`src/rtl/camera_capture_pkg.sv`:
```
// Shared tokens, FSM states and pixel format selectors for the OV7670 capture path.
package camera_capture_pkg;

    localparam logic [16:0] TOK_SOF   = 17'h10000;
    localparam logic [16:0] TOK_SOR   = 17'h10001;
    localparam logic [16:0] TOK_EOF   = 17'h1FFFF;
    localparam logic [16:0] TOK_ABORT = 17'h1FFFE;

    typedef enum logic [2:0] {
        ST_IDLE,
        ST_WAIT_SOF,
        ST_ROW_START,
        ST_WAIT_HREF,
        ST_PIXEL,
        ST_ROW_END,
        ST_ABORT_PEND
    } state_t;

    typedef enum logic {
        FMT_RGB565 = 1'b0,
        FMT_Y8     = 1'b1
    } fmt_t;

endpackage

```
`src/rtl/camera_stream_capture_if.sv`:
```
// Sensor pins, frame-queue write port, control and status of the capture block.
interface camera_stream_capture_if #(
    parameter int CNT_W = 16
);
    logic             cam_vsync;
    logic             cam_href;
    logic [7:0]       p_data;
    logic             init_done;
    logic             fmt_mode;
    logic             queue_full;
    logic             clear_errors;
    logic             queue_clk;
    logic [16:0]      queue_data;
    logic             queue_wr_en;
    logic [CNT_W-1:0] frame_count;
    logic             err_overflow;
    logic             err_line;
    logic             err_frame;
    logic             busy;

    modport slave (
        input  cam_vsync, cam_href, p_data, init_done, fmt_mode, queue_full, clear_errors,
        output queue_clk, queue_data, queue_wr_en, frame_count, err_overflow, err_line,
               err_frame, busy
    );

    modport master (
        output cam_vsync, cam_href, p_data, init_done, fmt_mode, queue_full, clear_errors,
        input  queue_clk, queue_data, queue_wr_en, frame_count, err_overflow, err_line,
               err_frame, busy
    );
endinterface

```
`src/rtl/cam_byte_packer.sv`:
```
// Byte phase tracking and pixel word assembly; combinational word out, valid in the cycle the
// completing byte is presented. No backpressure: the FSM decides whether the word is written.
module cam_byte_packer
    import camera_capture_pkg::*;
(
    input  logic        i_clk,
    input  logic        i_rst,
    input  logic        i_clr,
    input  logic        i_vld,
    input  logic [7:0]  i_byte,
    input  fmt_t        i_fmt,
    output logic [16:0] o_word,
    output logic        o_vld
);
    logic       r_phase;
    logic [7:0] r_hi;

    always_ff @(posedge i_clk or posedge i_rst) begin
        if (i_rst) begin
            r_phase <= 1'b0;
            r_hi    <= 8'h00;
        end else if (i_clr) begin
            r_phase <= 1'b0;
        end else if (i_vld) begin
            r_phase <= ~r_phase;
            if (!r_phase) r_hi <= i_byte;
        end
    end

    // Y8 keeps the even (Y) byte of each YUYV pair; U/V bytes only advance the phase.
    always_comb begin
        if (i_fmt == FMT_Y8) begin
            o_vld  = i_vld & ~r_phase;
            o_word = {1'b0, 8'h00, i_byte};
        end else begin
            o_vld  = i_vld & r_phase;
            o_word = {1'b0, r_hi, i_byte};
        end
    end
endmodule

```
`src/rtl/camera_stream_capture.sv`:
```
// OV7670 capture into the frame queue: words strobe one cycle after their last byte/condition;
// a word presented while queue_full is held back, flagged as overflow and the frame aborted.
module camera_stream_capture
    import camera_capture_pkg::*;
#(
    parameter int FRAME_WIDTH  = 640,
    parameter int FRAME_HEIGHT = 480,
    parameter int CNT_W        = 16
) (
    input  logic PixelClk,
    input  logic RST,
    camera_stream_capture_if.slave cap
);
    localparam int COL_W = $clog2(FRAME_WIDTH + 1) + 1;
    localparam int ROW_W = $clog2(FRAME_HEIGHT + 1) + 1;

    state_t           r_state, w_state_nxt;
    logic [COL_W-1:0] r_col, w_col_nxt;
    logic [ROW_W-1:0] r_row, w_row_nxt;
    fmt_t             r_fmt, w_fmt_nxt;
    logic             r_q_vld, w_q_vld_nxt;
    logic [16:0]      r_q_dat, w_q_dat_nxt;
    logic             r_busy;
    logic [CNT_W-1:0] r_frame_cnt;
    logic             r_err_ovf, r_err_line, r_err_frame;
    logic             w_set_ovf, w_set_line, w_set_frame;
    logic             w_wr_en, w_ovf, w_pk_clr, w_pk_in_vld, w_pk_vld;
    logic [16:0]      w_pk_word;

    assign w_wr_en     = r_q_vld & ~cap.queue_full;
    assign w_ovf       = r_q_vld & cap.queue_full & (r_state != ST_ABORT_PEND);
    assign w_pk_in_vld = cap.cam_href & ((r_state == ST_WAIT_HREF) || (r_state == ST_PIXEL));
    assign w_pk_clr    = (r_state == ST_ROW_START);

    cam_byte_packer u_packer (
        .i_clk  (PixelClk),
        .i_rst  (RST),
        .i_clr  (w_pk_clr),
        .i_vld  (w_pk_in_vld),
        .i_byte (cap.p_data),
        .i_fmt  (r_fmt),
        .o_word (w_pk_word),
        .o_vld  (w_pk_vld)
    );

    always_comb begin
        w_state_nxt = r_state;
        w_col_nxt   = r_col;
        w_row_nxt   = r_row;
        w_fmt_nxt   = r_fmt;
        w_q_vld_nxt = 1'b0;
        w_q_dat_nxt = r_q_dat;
        w_set_ovf   = 1'b0;
        w_set_line  = 1'b0;
        w_set_frame = 1'b0;
        // A refused word overrides whatever the current state planned; a refused SOF just drops the frame.
        if (w_ovf) begin
            w_set_ovf = 1'b1;
            if (r_q_dat == TOK_SOF) begin
                w_state_nxt = ST_IDLE;
            end else begin
                w_state_nxt = ST_ABORT_PEND;
                w_q_vld_nxt = 1'b1;
                w_q_dat_nxt = TOK_ABORT;
            end
        end else begin
            case (r_state)
                ST_IDLE: begin
                    if (cap.init_done && cap.cam_vsync) w_state_nxt = ST_WAIT_SOF;
                end
                ST_WAIT_SOF: begin
                    if (!cap.cam_vsync) begin
                        w_q_vld_nxt = 1'b1;
                        w_q_dat_nxt = TOK_SOF;
                        w_fmt_nxt   = fmt_t'(cap.fmt_mode);
                        w_row_nxt   = '0;
                        w_state_nxt = ST_ROW_START;
                    end
                end
                ST_ROW_START: begin
                    w_q_vld_nxt = 1'b1;
                    w_q_dat_nxt = TOK_SOR;
                    w_col_nxt   = '0;
                    w_state_nxt = ST_WAIT_HREF;
                end
                ST_WAIT_HREF: begin
                    if (cap.cam_vsync) begin
                        w_set_frame = 1'b1;
                        w_q_vld_nxt = 1'b1;
                        w_q_dat_nxt = TOK_ABORT;
                        w_state_nxt = ST_ABORT_PEND;
                    end else if (cap.cam_href) begin
                        if (w_pk_vld) begin
                            w_q_vld_nxt = 1'b1;
                            w_q_dat_nxt = w_pk_word;
                            w_col_nxt   = r_col + COL_W'(1);
                        end
                        w_state_nxt = ST_PIXEL;
                    end
                end
                ST_PIXEL: begin
                    if (cap.cam_href) begin
                        if (w_pk_vld && (r_col < COL_W'(FRAME_WIDTH))) begin
                            w_q_vld_nxt = 1'b1;
                            w_q_dat_nxt = w_pk_word;
                            w_col_nxt   = r_col + COL_W'(1);
                        end
                    end else if (r_col < COL_W'(FRAME_WIDTH)) begin
                        w_set_line  = 1'b1;
                        w_q_vld_nxt = 1'b1;
                        w_q_dat_nxt = TOK_ABORT;
                        w_state_nxt = ST_ABORT_PEND;
                    end else begin
                        w_state_nxt = ST_ROW_END;
                    end
                end
                ST_ROW_END: begin
                    if ((r_row + ROW_W'(1)) == ROW_W'(FRAME_HEIGHT)) begin
                        w_q_vld_nxt = 1'b1;
                        w_q_dat_nxt = TOK_EOF;
                        w_state_nxt = ST_IDLE;
                    end else begin
                        w_row_nxt   = r_row + ROW_W'(1);
                        w_state_nxt = ST_ROW_START;
                    end
                end
                ST_ABORT_PEND: begin
                    if (w_wr_en) w_state_nxt = ST_IDLE;
                    else         w_q_vld_nxt = 1'b1;
                end
                default: w_state_nxt = ST_IDLE;
            endcase
        end
    end

    always_ff @(posedge PixelClk or posedge RST) begin
        if (RST) begin
            r_state     <= ST_IDLE;
            r_col       <= '0;
            r_row       <= '0;
            r_fmt       <= FMT_RGB565;
            r_q_vld     <= 1'b0;
            r_q_dat     <= '0;
            r_busy      <= 1'b0;
            r_frame_cnt <= '0;
            r_err_ovf   <= 1'b0;
            r_err_line  <= 1'b0;
            r_err_frame <= 1'b0;
        end else begin
            r_state     <= w_state_nxt;
            r_col       <= w_col_nxt;
            r_row       <= w_row_nxt;
            r_fmt       <= w_fmt_nxt;
            r_q_vld     <= w_q_vld_nxt;
            r_q_dat     <= w_q_dat_nxt;
            r_err_ovf   <= (r_err_ovf   & ~cap.clear_errors) | w_set_ovf;
            r_err_line  <= (r_err_line  & ~cap.clear_errors) | w_set_line;
            r_err_frame <= (r_err_frame & ~cap.clear_errors) | w_set_frame;
            if (w_wr_en) begin
                if (r_q_dat == TOK_SOF) r_busy <= 1'b1;
                else if ((r_q_dat == TOK_EOF) || (r_q_dat == TOK_ABORT)) r_busy <= 1'b0;
                if (r_q_dat == TOK_EOF) r_frame_cnt <= r_frame_cnt + CNT_W'(1);
            end
        end
    end

    assign cap.queue_clk    = PixelClk;
    assign cap.queue_data   = r_q_dat;
    assign cap.queue_wr_en  = w_wr_en;
    assign cap.frame_count  = r_frame_cnt;
    assign cap.err_overflow = r_err_ovf;
    assign cap.err_line     = r_err_line;
    assign cap.err_frame    = r_err_frame;
    assign cap.busy         = r_busy;
endmodule
```
`src/flat_wrapper.sv`:
```
// flat-port wrapper written by rule: the top's interface ports become plain ports
module camera_stream_capture_flat import camera_capture_pkg::*;
#(
    parameter int FRAME_WIDTH  = 640,
    parameter int FRAME_HEIGHT = 480,
    parameter int CNT_W        = 16
)
  (PixelClk, RST, cap_cam_vsync, cap_cam_href, cap_p_data, cap_init_done, cap_fmt_mode, cap_queue_full, cap_clear_errors, cap_queue_clk, cap_queue_data, cap_queue_wr_en, cap_frame_count, cap_err_overflow, cap_err_line, cap_err_frame, cap_busy);
  camera_stream_capture_if #(.CNT_W(CNT_W)) cap_i ();
  input  logic PixelClk;
  input  logic RST;
  input wire logic [$bits(cap_i.cam_vsync)-1:0] cap_cam_vsync;
  input wire logic [$bits(cap_i.cam_href)-1:0] cap_cam_href;
  input wire logic [$bits(cap_i.p_data)-1:0] cap_p_data;
  input wire logic [$bits(cap_i.init_done)-1:0] cap_init_done;
  input wire logic [$bits(cap_i.fmt_mode)-1:0] cap_fmt_mode;
  input wire logic [$bits(cap_i.queue_full)-1:0] cap_queue_full;
  input wire logic [$bits(cap_i.clear_errors)-1:0] cap_clear_errors;
  output wire logic [$bits(cap_i.queue_clk)-1:0] cap_queue_clk;
  output wire logic [$bits(cap_i.queue_data)-1:0] cap_queue_data;
  output wire logic [$bits(cap_i.queue_wr_en)-1:0] cap_queue_wr_en;
  output wire logic [$bits(cap_i.frame_count)-1:0] cap_frame_count;
  output wire logic [$bits(cap_i.err_overflow)-1:0] cap_err_overflow;
  output wire logic [$bits(cap_i.err_line)-1:0] cap_err_line;
  output wire logic [$bits(cap_i.err_frame)-1:0] cap_err_frame;
  output wire logic [$bits(cap_i.busy)-1:0] cap_busy;
  assign cap_i.cam_vsync = cap_cam_vsync;
  assign cap_i.cam_href = cap_cam_href;
  assign cap_i.p_data = cap_p_data;
  assign cap_i.init_done = cap_init_done;
  assign cap_i.fmt_mode = cap_fmt_mode;
  assign cap_i.queue_full = cap_queue_full;
  assign cap_i.clear_errors = cap_clear_errors;
  assign cap_queue_clk = cap_i.queue_clk;
  assign cap_queue_data = cap_i.queue_data;
  assign cap_queue_wr_en = cap_i.queue_wr_en;
  assign cap_frame_count = cap_i.frame_count;
  assign cap_err_overflow = cap_i.err_overflow;
  assign cap_err_line = cap_i.err_line;
  assign cap_err_frame = cap_i.err_frame;
  assign cap_busy = cap_i.busy;
  camera_stream_capture #(.FRAME_WIDTH(FRAME_WIDTH), .FRAME_HEIGHT(FRAME_HEIGHT), .CNT_W(CNT_W)) u_core (.PixelClk(PixelClk), .RST(RST), .cap(cap_i));
endmodule
```
`config.mk`:
```
export PLATFORM = sky130hd
export DESIGN_NAME = camera_stream_capture_flat
export DESIGN_NICKNAME = d
export VERILOG_FILES = /design/src/rtl/camera_capture_pkg.sv /design/src/rtl/camera_stream_capture_if.sv /design/src/rtl/cam_byte_packer.sv /design/src/rtl/camera_stream_capture.sv /design/src/flat_wrapper.sv
export SDC_FILE = /design/constraint.sdc
export NUM_CORES = 1
export LEC_CHECK = 0
export BUFFER_PORTS_ARGS = -buffer_cell sky130_fd_sc_hd__clkbuf_2
export CAP_MARGIN = 20
export CORE_ASPECT_RATIO = 0.5
export CORE_MARGIN = 2
export CORE_UTILIZATION = 43
export DETAILED_ROUTE_END_ITERATION = 8
export HOLD_SLACK_MARGIN = 0.1
export MAX_ROUTING_LAYER = met4
export PLACE_DENSITY_LB_ADDON = 0.15
export SLEW_MARGIN = 10
export SYNTH_ARGS = -nofsm -noshare
export SYNTH_HDL_FRONTEND = slang
export SYNTH_SLANG_ARGS = --single-unit
```
`constraint.sdc`:
```
create_clock -name PixelClk -period 2.8 [get_ports PixelClk]
set_input_delay 0.56 -clock PixelClk [delete_from_list [all_inputs] [get_ports PixelClk]]
set_output_delay 0.56 -clock PixelClk [all_outputs]
set_load 0.005 [all_outputs]
```
---- Word-level counts from Yosys, hierarchy flattened ----
Index checks and enable logic that the tools add are counted.
Widths: inputs -> output; s select.
word-level totals
  memories ................................ 0
  input bits .............................. 16
  logic and storage cells ................. 137
  bits in latches ......................... 0
  output and inout port bits .............. 39
  bits in read-only memories .............. 0
  register bits after elaboration ......... 72
  memory bits (writable) .................. 0
cells by class
  shifts and indexed selects .............. 0
  add/sub/neg operators ................... 3
  multiplexer cells ....................... 56
  multipliers ............................. 0
  reductions and logical operators ........ 18
  equality and inequality tests ........... 28
  divide/modulo/power cells ............... 0
  order comparisons ....................... 1
  bitwise gates (word level) .............. 18
operators with widths
  cell                   number
  $mux 17                10
  $pmux 17 s5            1
  $mux 11                5
  $eq 17x17->1 const B   3
  $pmux 11 s3            1
  $mux 3                 8
  $mux 1                 23
  $pmux 3 s7             1
  $mux 10                2
  $pmux 10 s2            1
  $add 16x1->16 const B  1
  $mux 16                1
  $ne 2x2->1 const B     7
  $ne 4x3->1 const B     3
  $add 11x1->11 const B  1
  $lt 11x10->1 const B   1
  $add 10x1->10 const B  1
  $eq 10x9->1 const B    1
  $and 1x1->1            9
  $eq 3x3->1 const B     3
  $ne 3x2->1 const B     3
  $reduce_and 8->1       1
  $reduce_and 7->1       1
  $eq 3x2->1 const B     2
  other kinds (19)       34

---- Depth between registers and ports, before layout ----
  word-level depth ........................ 10
  depth in mapped cells ................... 9
  gate-level depth less buffers ........... 7

---- By module ----
A second synthesis with hierarchy kept.
unflattened totals
  cells, all modules ...................... 418
  area total of the unflattened synthesis .. 4,071.4 µm²
by module, submodules not included
  module                 sequential area each (µm²)  area each (µm²)  instances  cells each
  camera_stream_capture  1,576.5                     3,584.7          1          377
  cam_byte_packer        225.2                       486.7            1          41

==> results.txt <==
status: complete, no violations
detailed-routed wire length on met2: 4.33 mm
total vias in the final route: 3,447
clock period minus worst slack: 2500 ps
Final Hold Violating Endpoints: 0
met3 layer wire length in the routed design: 478 um
Gates resized, CTS repair: 0
number of maximum-capacitance constraint violations: 0
half-perimeter wire length after placement: 6.97 mm
horizontal die dimension: 141 um
clock tree from TritonCTS: built
top routing layer in use: met4
total of endpoints with negative setup slack in the final report: 0
initial cell density of the core: 0.454
Worst Slack Setup Final: 295 ps
First-pass DRT Iterations: 5
portion of synthesized cell area occupied by the leading cell type: 0.445
crit share post-route: 0.895
area occupied by multi-input gates: 2080 sq um
maximum fanout count along the critical path: 18
vias in the first global route: 3,199
violation count after the first detailed-route iteration: 264
cell accounting for the most synthesized area: sky130_fd_sc_hd__dfrtp_1
Avg WL per Cell: 16.2 um
Core Rows: 24
wire length of the first global-routing pass: 16.5 mm
maximum achievable frequency: 399 MHz
cts bufs inserted: 9
Die Footprint: 10,300 sq um
CORE AREA: 8920 sq um
Met1 Routed Length: 5.06 mm
Total GRT Usage: 0.213
Worst Path Required: 3060 ps
Max stage delay on crit path: 580 ps
Synth Cell Area: 4050 sq um
H-tree level count: 3
number of antenna diodes: 0
number of setup buffers added after CTS: 0
average cell area after synthesis: 9.33 sq um
worst vdd ir: 470 uV
routed via count divided by cell count: 5.61
total of buffers placed on input and output ports: 54
Layout Area Growth over Synthesis: 19.6%
Buf+Inv Stages, Crit Path: 0
setup total negative slack: 0 ps
Sequential cell area: 1800 sq um
Post-synth ARST share: 1.00
total routed wirelength: 9.97 mm
Worst Skew: 7.46 ps
ports placed on the boundary: 55
Syn Inst Count: 434
classification of the worst setup path: reg2reg
layout filler cell count: 803
arrival time of data at the critical path endpoint: 2760 ps
Slew Limit Fails: 0
register bit count reported by yosys: 72
DRC viols: 0
register area share after synthesis: 0.445
cell leakage power: 2.30 nW
ratio of total power to cell area: 1030 nW/um^2
final antenna-violating net count: 0
vertical die dimension: 72.6 um
cell types with the largest area share after synthesis: sky130_fd_sc_hd__dfrtp_1 (44%), sky130_fd_sc_hd__mux2i_1 (4.4%), sky130_fd_sc_hd__nand2_1 (4.1%)
actual transition at the worst max-transition pin: 1150 ps
relative slew slack: 0.231
number of buffers on the longest clock path: 2
initial antenna violation count: 0
startpoint type of the worst setup path: flop
setup repair after global routing missed its margin: no
number of enable flip-flop cells after synthesis: 0
synth warn: 0
worst setup slack before clock tree synthesis: 355 ps
path category of the worst min-delay check: in2async
clock insertion delay at the later pin of the skew report: 340 ps
root cell of the clock tree: sky130_fd_sc_hd__clkbuf_16
Post-synth top flop: sky130_fd_sc_hd__dfrtp_1
cell-by-cell listing of the critical path: nor3b_2 -> o211ai_1 -> a221o_1 -> nor2_2 -> nand4_1 -> o21ai_0
nets@finish: 513
category of the worst setup path capture point: flop
synthesized netlist net count: 455
aggregate global routing overflow: 0
Largest delay share family, worst path: compound AO/OA/AOI/OAI gates
Clock transition at path regs: 60 ps
most used standard cell by instance count after synthesis: sky130_fd_sc_hd__dfrtp_1
pin count of the biggest net entering global routing: 26
count of hold buffers inserted by post-cts repair: 0
RePlAce Congestion: 0.904
slowest cell on the critical path: sky130_fd_sc_hd__dfrtp_1
leading post-synthesis cells by instance count: sky130_fd_sc_hd__dfrtp_1 (72), sky130_fd_sc_hd__nand2_1 (44), sky130_fd_sc_hd__nor2_1 (39)
proportion of layout cells with a drive suffix above 1: 0.211
number of library cell types mapped by synthesis: 63
-- state kept, by name, summed over array words and instances (netlist names), 3 cells and up --
| signal | cells |
|---|---|
| u_core.u_packer.r_hi | 8 |
| u_core.r_state | 3 |
| u_core.r_col | 11 |
| u_core.cap.queue_data | 17 |
| u_core.r_row | 10 |
| u_core.cap.frame_count | 16 |
-- metal layers --
| layer | GRT usage | vias up |
|---|---|---|
| met5 | - | - |
| met4 | 0.0556 | 0 |
| met3 | 0.0564 | 11 |
| met2 | 0.304 | 76 |
| met1 | 0.303 | 1675 |
| li1 | - | 1685 |
-- kinds of logic after synthesis --
family	after synthesis	share of synthesized area
multiplexers	29	0.0751
AND/OR/NAND/NOR	166	0.204
XOR/XNOR	16	0.0346
buffers and inverters	35	0.0405
adder cells (fa/ha/maj)	5	0.0154
AO/OA/AOI/OAI	111	0.186
flip-flops	72	0.445
-- where the power goes --
part / switching (mW) / internal (mW) / total [mW]
combinational: 1.06 / 0.855 / 1.91
sequential: 0.297 / 1.31 / 1.61
clock: 0.451 / 1.02 / 1.47
-- worst paths after layout --
path                                         from                        to  slack (ps)  depth (start not counted)
worst max register to register  u_core.r_state[1]           u_core.r_col[8]         300                          6
worst min-delay path                          RST       u_core.cap.err_line         230                          2
worst min register to register   u_core.r_col[10]          u_core.r_col[10]         470                          1
min in group PixelClk            cap_clear_errors       u_core.cap.err_line         420                          2
max in group asynchronous                     RST  u_core.cap.queue_data[9]        1820                          3
worst max-delay path            u_core.r_state[1]           u_core.r_col[8]         300                          6
-- placed cells by master, fill, tap and decap left out, drive strengths merged, types with 6 or more instances in the layout --
cell,count
inv,16
buf,12
mux2,11
a21oi,16
a21o,17
o21ai,39
or3,6
nor3,11
xor2,11
nor2,40
nand2,45
mux2i,18
nand3,20
nand2b,6
dfrtp,72
and3,11
nand4,8
clkbuf,65
-- layout make-up --
class / instances / area share
Inverter: 16 / 0.0124
Sequential cell: 72 / 0.372
Timing Repair Buffer: 65 / 0.0759
Clock inverter: 5 / 0.0258
Tap cell: 117 / 0.0302
Clock buffer: 12 / 0.0532
Multi-Input combinational cell: 327 / 0.430
-- per-stage QoR --
step | hold WS (ps) | util | instance area, sq um | total power [mW] | std cells
2_1_floorplan | 438 | - | 4050 | 2.99 | 434
3_3_place_gp | 459 | 0.501 | 4470 | 3.51 | 598
3_5_place_dp | 462 | 0.501 | 4470 | 3.53 | 598
4_1_cts | 254 | 0.543 | 4840 | 5.00 | 614
5_1_grt | 289 | 0.543 | 4840 | 5.31 | 614
6_report | 234 | 0.543 | 4840 | 4.99 | 614
Note: power is estimated with default switching activity, not from simulation.
